**src/rtl/dcache_refill_ctrl_if.sv**
```systemverilog
// Signal bundle between the dcache, the refill controller and main memory.
// slave = refill controller view; master = cache + memory side that drives it.
interface dcache_refill_ctrl_if #(
    parameter int TAG_W    = 3,
    parameter int INDEX_W  = 10,
    parameter int OFFSET_W = 4,
    parameter int DATA_W   = 32
);
    localparam int ADDR_W = TAG_W + INDEX_W + OFFSET_W;

    logic                miss_valid;
    logic [ADDR_W-1:0]   miss_addr;
    logic                miss_ready;
    logic                mem_req;
    logic [ADDR_W-1:0]   mem_addr;
    logic                mem_ack;
    logic [DATA_W-1:0]   mem_rdata;
    logic                fill_we;
    logic [TAG_W-1:0]    fill_tag;
    logic [INDEX_W-1:0]  fill_index;
    logic [OFFSET_W-1:0] fill_offset;
    logic [DATA_W-1:0]   fill_data;
    logic                crit_valid;
    logic                fill_done;

    modport slave (
        input  miss_valid, miss_addr, mem_ack, mem_rdata,
        output miss_ready, mem_req, mem_addr,
        output fill_we, fill_tag, fill_index, fill_offset, fill_data, crit_valid, fill_done
    );

    modport master (
        output miss_valid, miss_addr, mem_ack, mem_rdata,
        input  miss_ready, mem_req, mem_addr,
        input  fill_we, fill_tag, fill_index, fill_offset, fill_data, crit_valid, fill_done
    );
endinterface

```
**src/rtl/dcache_refill_ctrl.sv**
```systemverilog
// Direct-mapped dcache line refill: critical-word-first, wrap-around fetch of
// one line from memory, streamed into the data array with early critical word.
module dcache_refill_ctrl #(
    parameter int TAG_W    = 3,
    parameter int INDEX_W  = 10,
    parameter int OFFSET_W = 4,
    parameter int DATA_W   = 32
) (
    input  logic                 clk,
    input  logic                 rst,
    dcache_refill_ctrl_if.slave  bus
);
    localparam int ADDR_W = TAG_W + INDEX_W + OFFSET_W;
    localparam logic [OFFSET_W-1:0] LAST_CNT = '1;

    typedef enum logic [1:0] {IDLE, FETCH, DONE} state_t;

    typedef struct packed {
        logic [TAG_W-1:0]    tag;
        logic [INDEX_W-1:0]  index;
        logic [OFFSET_W-1:0] off0;
    } line_req_t;

    state_t              state;
    line_req_t           req;
    logic [OFFSET_W-1:0] cnt;
    logic [OFFSET_W-1:0] cur_off;
    logic [OFFSET_W-1:0] nxt_off;

    // Offsets wrap naturally in OFFSET_W bits, giving the critical-first order.
    assign cur_off = req.off0 + cnt;
    assign nxt_off = cur_off + OFFSET_W'(1);

    always_ff @(posedge clk) begin
        if (rst) begin
            state           <= IDLE;
            req             <= '0;
            cnt             <= '0;
            bus.miss_ready  <= 1'b1;
            bus.mem_req     <= 1'b0;
            bus.mem_addr    <= '0;
            bus.fill_we     <= 1'b0;
            bus.fill_tag    <= '0;
            bus.fill_index  <= '0;
            bus.fill_offset <= '0;
            bus.fill_data   <= '0;
            bus.crit_valid  <= 1'b0;
            bus.fill_done   <= 1'b0;
        end else begin
            bus.fill_we    <= 1'b0;
            bus.crit_valid <= 1'b0;
            bus.fill_done  <= 1'b0;
            case (state)
                IDLE: begin
                    if (bus.miss_valid) begin
                        req            <= line_req_t'(bus.miss_addr[ADDR_W-1:0]);
                        cnt            <= '0;
                        bus.mem_req    <= 1'b1;
                        bus.mem_addr   <= bus.miss_addr;
                        bus.miss_ready <= 1'b0;
                        state          <= FETCH;
                    end
                end
                FETCH: begin
                    if (bus.mem_ack) begin
                        bus.fill_we     <= 1'b1;
                        bus.fill_data   <= DATA_W'(bus.mem_rdata);
                        bus.fill_offset <= cur_off;
                        bus.fill_tag    <= req.tag;
                        bus.fill_index  <= req.index;
                        bus.crit_valid  <= (cnt == '0);
                        cnt             <= cnt + OFFSET_W'(1);
                        bus.mem_addr    <= {req.tag, req.index, nxt_off};
                        // Last word lands together with fill_done in DONE.
                        if (cnt == LAST_CNT) begin
                            bus.mem_req   <= 1'b0;
                            bus.fill_done <= 1'b1;
                            state         <= DONE;
                        end
                    end
                end
                DONE: begin
                    bus.miss_ready <= 1'b1;
                    state          <= IDLE;
                end
                default: state <= IDLE;
            endcase
        end
    end
endmodule

```
**src/flat_wrapper.sv**
```systemverilog
// flat-port wrapper written by rule: the top's interface ports become plain ports
module dcache_refill_ctrl_flat 
#(
    parameter int TAG_W    = 3,
    parameter int INDEX_W  = 10,
    parameter int OFFSET_W = 4,
    parameter int DATA_W   = 32
)
  (clk, rst, bus_miss_valid, bus_miss_addr, bus_mem_ack, bus_mem_rdata, bus_miss_ready, bus_mem_req, bus_mem_addr, bus_fill_we, bus_fill_tag, bus_fill_index, bus_fill_offset, bus_fill_data, bus_crit_valid, bus_fill_done);
  dcache_refill_ctrl_if #(.TAG_W(TAG_W), .INDEX_W(INDEX_W), .OFFSET_W(OFFSET_W), .DATA_W(DATA_W)) bus_i ();
  input  logic clk;
  input  logic rst;
  input wire logic [$bits(bus_i.miss_valid)-1:0] bus_miss_valid;
  input wire logic [$bits(bus_i.miss_addr)-1:0] bus_miss_addr;
  input wire logic [$bits(bus_i.mem_ack)-1:0] bus_mem_ack;
  input wire logic [$bits(bus_i.mem_rdata)-1:0] bus_mem_rdata;
  output wire logic [$bits(bus_i.miss_ready)-1:0] bus_miss_ready;
  output wire logic [$bits(bus_i.mem_req)-1:0] bus_mem_req;
  output wire logic [$bits(bus_i.mem_addr)-1:0] bus_mem_addr;
  output wire logic [$bits(bus_i.fill_we)-1:0] bus_fill_we;
  output wire logic [$bits(bus_i.fill_tag)-1:0] bus_fill_tag;
  output wire logic [$bits(bus_i.fill_index)-1:0] bus_fill_index;
  output wire logic [$bits(bus_i.fill_offset)-1:0] bus_fill_offset;
  output wire logic [$bits(bus_i.fill_data)-1:0] bus_fill_data;
  output wire logic [$bits(bus_i.crit_valid)-1:0] bus_crit_valid;
  output wire logic [$bits(bus_i.fill_done)-1:0] bus_fill_done;
  assign bus_i.miss_valid = bus_miss_valid;
  assign bus_i.miss_addr = bus_miss_addr;
  assign bus_i.mem_ack = bus_mem_ack;
  assign bus_i.mem_rdata = bus_mem_rdata;
  assign bus_miss_ready = bus_i.miss_ready;
  assign bus_mem_req = bus_i.mem_req;
  assign bus_mem_addr = bus_i.mem_addr;
  assign bus_fill_we = bus_i.fill_we;
  assign bus_fill_tag = bus_i.fill_tag;
  assign bus_fill_index = bus_i.fill_index;
  assign bus_fill_offset = bus_i.fill_offset;
  assign bus_fill_data = bus_i.fill_data;
  assign bus_crit_valid = bus_i.crit_valid;
  assign bus_fill_done = bus_i.fill_done;
  dcache_refill_ctrl #(.TAG_W(TAG_W), .INDEX_W(INDEX_W), .OFFSET_W(OFFSET_W), .DATA_W(DATA_W)) u_core (.clk(clk), .rst(rst), .bus(bus_i));
endmodule
```
**config.mk**
```make
export PLATFORM = sky130hd
export DESIGN_NAME = dcache_refill_ctrl_flat
export DESIGN_NICKNAME = d
export VERILOG_FILES = /design/src/rtl/dcache_refill_ctrl_if.sv /design/src/rtl/dcache_refill_ctrl.sv /design/src/flat_wrapper.sv
export SDC_FILE = /design/constraint.sdc
export NUM_CORES = 1
export LEC_CHECK = 0
export ABC_AREA = 1
export CORE_ASPECT_RATIO = 1.4
export CORE_MARGIN = 4
export CORE_UTILIZATION = 41
export DETAILED_ROUTE_END_ITERATION = 7
export MAX_ROUTING_LAYER = met4
export PLACE_DENSITY = 0.76
export SYNTH_ARGS = -nofsm -noshare
export SYNTH_HDL_FRONTEND = slang
export SYNTH_SLANG_ARGS = --single-unit
export TNS_END_PERCENT = 5
```
**constraint.sdc**
```tcl
create_clock -name clk -period 1.97 [get_ports clk]
set_clock_uncertainty 0.2 [all_clocks]
set_input_delay 0.394 -clock clk [delete_from_list [all_inputs] [get_ports clk]]
set_output_delay 0.394 -clock clk [all_outputs]
set_load 0.01 [all_outputs]
```
==> Yosys cells after proc, flatten, opt, wreduce, memory -nomap -nowiden <==
Index checks and enable logic that the tools add are counted.
{ "classes": {"add_sub_neg": 3, "multipliers": 0, "n_div": 0, "n_lt_le_gt_ge": 0, "n_eq_ne": 6, "shifts": 0, "mux": 18, "bitwise": 2, "n_reduce_logical": 12} }
{ "ops": {"columns": ["op", "n"], "rows": [
  ["17-bit two-way mux", 2],
  ["17-bit case mux with 2 select lines", 1],
  ["4-bit by 1-bit adder with 4-bit output, second input constant", 2],
  ["4-bit two-way mux", 2],
  ["4-bit case mux with 2 select lines", 1],
  ["1-bit two-way mux", 6],
  ["2-bit two-way mux", 3],
  ["2-bit AND reduction", 3],
  ["3-bit AND reduction", 2],
  ["4-bit adder", 1],
  ["4-bit == test, second input constant", 1],
  ["4-bit zero test", 1],
  ["2-bit != test, second input constant", 2],
  ["1-bit case mux with 2 select lines", 2],
  ["2-bit case mux with 2 select lines", 1],
  ["4-bit AND reduction", 1],
  ["2-bit nonzero test", 2],
  ["3-bit OR reduction", 1],
  ["2-bit by 1-bit == test with 1-bit output, second input constant", 1],
  ["2-bit == test, second input constant", 1],
  ["2-bit zero test", 1],
  ["2-bit by 1-bit != test with 1-bit output, second input constant", 1],
  ["1-bit NOT", 2],
  ["2-bit OR reduction", 1]
]} }
{ "word_totals": {"register_bits": 94, "latchBits": 0, "ramBits": 0, "mem_bits_ro": 0, "inputBits": 53, "output_inout_bits": 71, "word_cells": 56, "mem_count": 0} }

==> Logic depth before layout (Yosys ltp) <==
Gate-level depths: netlist of run 1.
{ "depth": {"word_depth": 4, "ltp_mapped": 11, "depth_no_buf": 11} }

==> Least setup slack after synthesis of run 1 <==
No wires, ideal clock.
{ "synth_timing": {"path_kind": "reg2reg", "from": "reg u_core.cnt[0]", "to": "reg u_core.bus.mem_addr[3]", "setup_time_ps": 132, "arrival_ps": 1546, "t_required_ps": 1638, "slack_ps": 91, "path_stages_with_launch": 10, "n_path_buf": 0, "period_less_slack_ps": 1879, "path_cell_list": "dfxtp_1 -> ha_1 -> fa_1 -> nand2_1 -> nor2_1 -> inv_1 -> nand2_1 -> nand3_1 -> nand2_1 -> a21oi_1"} }
{ "synth_between": {"elab_chain_cells": 4} }
{ "synth_rtl": {"columns": ["element", "line_no", "rtl"], "rows": [
  ["from (decl)", "dcache_refill_ctrl.sv:26", "logic [OFFSET_W-1:0] cnt;"],
  ["from (signal assigned)", "dcache_refill_ctrl.sv:72", "cnt <= cnt + OFFSET_W'(1);"],
  ["4-bit adder", "dcache_refill_ctrl.sv:31", "assign cur_off = req.off0 + cnt;"],
  ["named net u_core.cur_off[1]", "dcache_refill_ctrl.sv:27", "logic [OFFSET_W-1:0] cur_off;"],
  ["4-bit by 1-bit adder with 4-bit output", "dcache_refill_ctrl.sv:32", "assign nxt_off = cur_off + OFFSET_W'(1);"],
  ["17-bit two-way mux", "dcache_refill_ctrl.sv:65", "if (bus.mem_ack) begin"],
  ["17-bit case mux with 2 select lines", "dcache_refill_ctrl.sv:53", "case (state)"],
  ["to (signal assigned)", "dcache_refill_ctrl.sv:59", "bus.mem_addr <= bus.miss_addr;"],
  ["to (signal assigned)", "dcache_refill_ctrl.sv:73", "bus.mem_addr <= {req.tag, req.index, nxt_off};"],
  ["to (decl)", "dcache_refill_ctrl_if.sv:28", "output miss_ready, mem_req, mem_addr,"]
]} }
The timed path passes the listed nets, and every way through them passes these cells. The select of a mux whose other input is x is not followed.
A chain may end at the register's enable or synchronous reset.

==> Final worst setup path of run 1 <==
Ends and elaborated chain as after synthesis.

==> flow_metrics.py, run 1 <==
metrics = {
    "outcome": {
        "status": "finished clean",
    },
    "floorplanning": {
        "num_io_pins": 124,
        "die_y_um": 120,
        "design.core.area_sq_mm": 0.00861,
        "num_rows": 40,
        "start_util": 0.423,
        "die-area_sq_mm": 0.0105,
        "die_w_um": 87.7,
    },
    "setup_path": {
        "critPathCaptureType": "flop",
        "cp.arrival_ns": 1.91,
        "crit_fanout": 3,
        "crit_required_ns": 1.98,
        "worstSetupPathType": "flop to flop",
        "worst_setup_path_start_kind": "flop",
    },
    "clock_network": {
        "clock_latency_ns": 0.34,
        "hold_buffers": 0,
        "ctsRootBufferMaster": "clkbuf_16",
        "tritoncts": "yes",
        "clk_pin_slew_worst_paths_ns": 0.07,
        "cts_max_path_buffers": 2,
        "htree_levels": 3,
        "cts_inserted_buffers": 9,
        "cts_sinks": 94,
    },
    "yosys": {
        "synth_edf_count": 0,
        "synth_nets": 516,
        "async_flop_share": 0,
        "ys_seq_elements": 94,
        "synth.area.top_cells": "dfxtp_1 (52%), nand2_1 (13%), a21oi_1 (7.4%), o21ai_0 (5.1%), inv_1 (2.8%)",
        "syn_area_per_cell_sq_um": 8.01,
        "syn_inst": 455,
        "synth_top_area_cell": "dfxtp_1",
        "synth_top_area_frac": 0.516,
        "yosysWarnings": 0,
        "ys_seq_area_frac": 0.516,
        "mappedNetlistArea_sq_mm": 0.00364,
        "synth.distinct_cells": 28,
        "synthFlopType": "dfxtp_1",
    },
    "power_and_ir_drop": {
        "ir_worst_vdd_v": 0.000618,
        "power_density_mw_per_mm2": 853,
        "p_leak_nw": 2.05,
    },
    "finish": {
        "regArea_sq_mm": 0.00188,
        "layout.nets": 638,
        "multi_input_area_sq_mm": 0.00148,
        "syn_to_final_growth_pct": 46.3,
        "layout_common_cells": "nand2_1 (123), clkdlybuf4s50_1 (123), dfxtp_1 (93)",
        "fill_cells": 737,
        "drive_above_1_share": 0.0842,
        "fin_area_sq_mm": 0.00533,
        "antennaDiodeCount": 0,
    },
    "placed_design": {
        "post_dp_cell_area_sq_mm": 0.00503,
        "portBuffers": 123,
        "routabilityCongestion": 0.848,
        "dp_hpwl_um": 7090,
    },
    "timing": {
        "whs_ns": 0.265,
        "fin_crit_ns": 1.90,
        "setup_violations": 0,
        "hold_viol": 0,
        "fin_crit_sh": 0.964,
        "maxSlewViolCount": 0,
        "tightestPinTransition_ns": 0.429,
        "fmax_mhz": 527,
        "relSlewSlack": 0.712,
    },
    "min_path": {
        "holdCritPathClass": "flop to flop",
    },
    "detailed_routing": {
        "routed_via_density": 5.02,
        "dr.first_iter.drc_count": 196,
        "wirelength_um": 9700,
        "routedWlPerCell_um": 14.1,
        "vias": 3447,
        "postRouteAntennaNets": 0,
        "drt_pass1_iterations": 4,
        "drt_drc_violations_left": 0,
    },
    "global_routing": {
        "grt_pass1_vias": 3397,
        "overflow": 0,
        "grt_max_degree": 53,
        "grt_pass1_wl_um": 15700,
        "grt_util_all_layers": 0.192,
        "antenna_found_initial": 0,
    },
    "job": {
        "max_cap_violations": 0,
    },
}
where the power goes:
part           leakage (nW)  switching (mW)  internal [mW]  total, mW
Clock                 0.141           0.727          0.962       1.69
Sequential            0.770          0.0690           2.03       2.10
Combinational          1.14           0.375          0.392      0.767
routing by layer:
| metal | GRT usage | share of wire | wire length, um |
|---|---|---|---|
| met3 | 0.0508 | 0.078 | 755 |
| met1 | 0.228 | 0.43 | 4170 |
| met2 | 0.303 | 0.47 | 4590 |
| met4 | 0.0806 | 0.019 | 185 |
| met5 | - | 0 | 0 |
kinds of logic (layout without fill, tap and decap cells):
kind of cell               count (synthesis)  count (layout)  synth area share
AOI/OAI and AO/OA                        121             121             0.174
adders and majority gates                  8               8            0.0295
and+or+nand+nor                          172             172             0.197
xor gates and xnor gates                   1               1           0.00240
DFF                                       94              94             0.516
buffers and inverters                     59             186            0.0814
critical path, cell delays in order (launching register included):
cell,delay (ns)
dfxtp_1,0.32
ha_2,0.19
fa_1,0.55
nand2_1,0.08
nor2_2,0.12
inv_1,0.05
nand2_1,0.06
nand3_1,0.07
nand2_1,0.08
a21oi_2,0.05
layout make-up:
type | instances | area share
Timing Repair Buffer | 140 | 0.269
Inverter | 30 | 0.0211
Multi-Input combinational cell | 302 | 0.277
Clock inverter | 4 | 0.00540
Tap cell | 105 | 0.0246
Sequential cell | 94 | 0.353
Clock buffer | 12 | 0.0500
synthesized netlist by cell type, types with 2 or more instances:
| cell | instances |
|---|---|
| buf_4 | 2 |
| ha_1 | 7 |
| o21ai_1 | 12 |
| nor2_1 | 17 |
| a31oi_1 | 15 |
| nor3_1 | 6 |
| buf_1 | 3 |
| dfxtp_1 | 94 |
| a21oi_1 | 54 |
| nor2_4 | 2 |
| nand3_1 | 18 |
| inv_2 | 3 |
| o21ai_0 | 37 |
| nand2_1 | 124 |
| buf_6 | 6 |
| nand2_4 | 2 |
| buf_2 | 9 |
| inv_1 | 27 |
| clkbuf_1 | 8 |
stage by stage:
stage	setup WS (ns)	setup TNS [ns]	util	std cells	total power [mW]
2_1_floorplan	0.0914	0	-	455	2.50
6_report	0.0718	0	0.620	687	4.55
5_1_grt	-0.00423	-0.00423	0.620	687	4.74
3_3_place_gp	0.0712	0	0.584	671	2.88
4_1_cts	0.0157	0	0.618	687	4.59
3_5_place_dp	0.0102	0	0.584	671	2.90
sequential cells by signal (all words and copies together), names as in the netlist:
signal                  flops
u_core.req                 17
u_core.bus.fill_done        1
u_core.bus.fill_tag         3
u_core.bus.crit_valid       1
u_core.bus.fill_offset      4
u_core.cnt                  4
u_core.bus.fill_index      10
u_core.bus.miss_ready       1
u_core.state                2
u_core.bus.mem_addr        17
u_core.bus.mem_req          1
u_core.bus.fill_we          1
u_core.bus.fill_data       32
what timing repair did:
action,4_1_cts,5_1_grt
gates resized for setup,1,4
endpoints found under the setup margin,1,1
endpoints found under the hold margin,0,0
setup buffers,0,0
pin swaps,1,2
final timing paths:
kind | startpoint | to | slack (ns) | cells past startpoint
min | u_core.bus.fill_data[10]$_SDFFE_PP0P_ | u_core.bus.fill_data[10]$_SDFFE_PP0P_ | 0.26 | 2
max | u_core.cnt[0]$_SDFFE_PP0P_ | u_core.bus.mem_addr[3]$_SDFFE_PP0P_ | 0.07 | 9
min reg2reg | u_core.bus.fill_data[10]$_SDFFE_PP0P_ | u_core.bus.fill_data[10]$_SDFFE_PP0P_ | 0.26 | 2
max reg2reg | u_core.cnt[0]$_SDFFE_PP0P_ | u_core.bus.mem_addr[3]$_SDFFE_PP0P_ | 0.07 | 9
Power figures use the tool's default switching activity.
==> run 2, diff against run 1 <==
TNS_END_PERCENT = 1   (was 5)
==> results of run 2 <==
No change in the layout: final DEF, timing and power equal those of run 1.
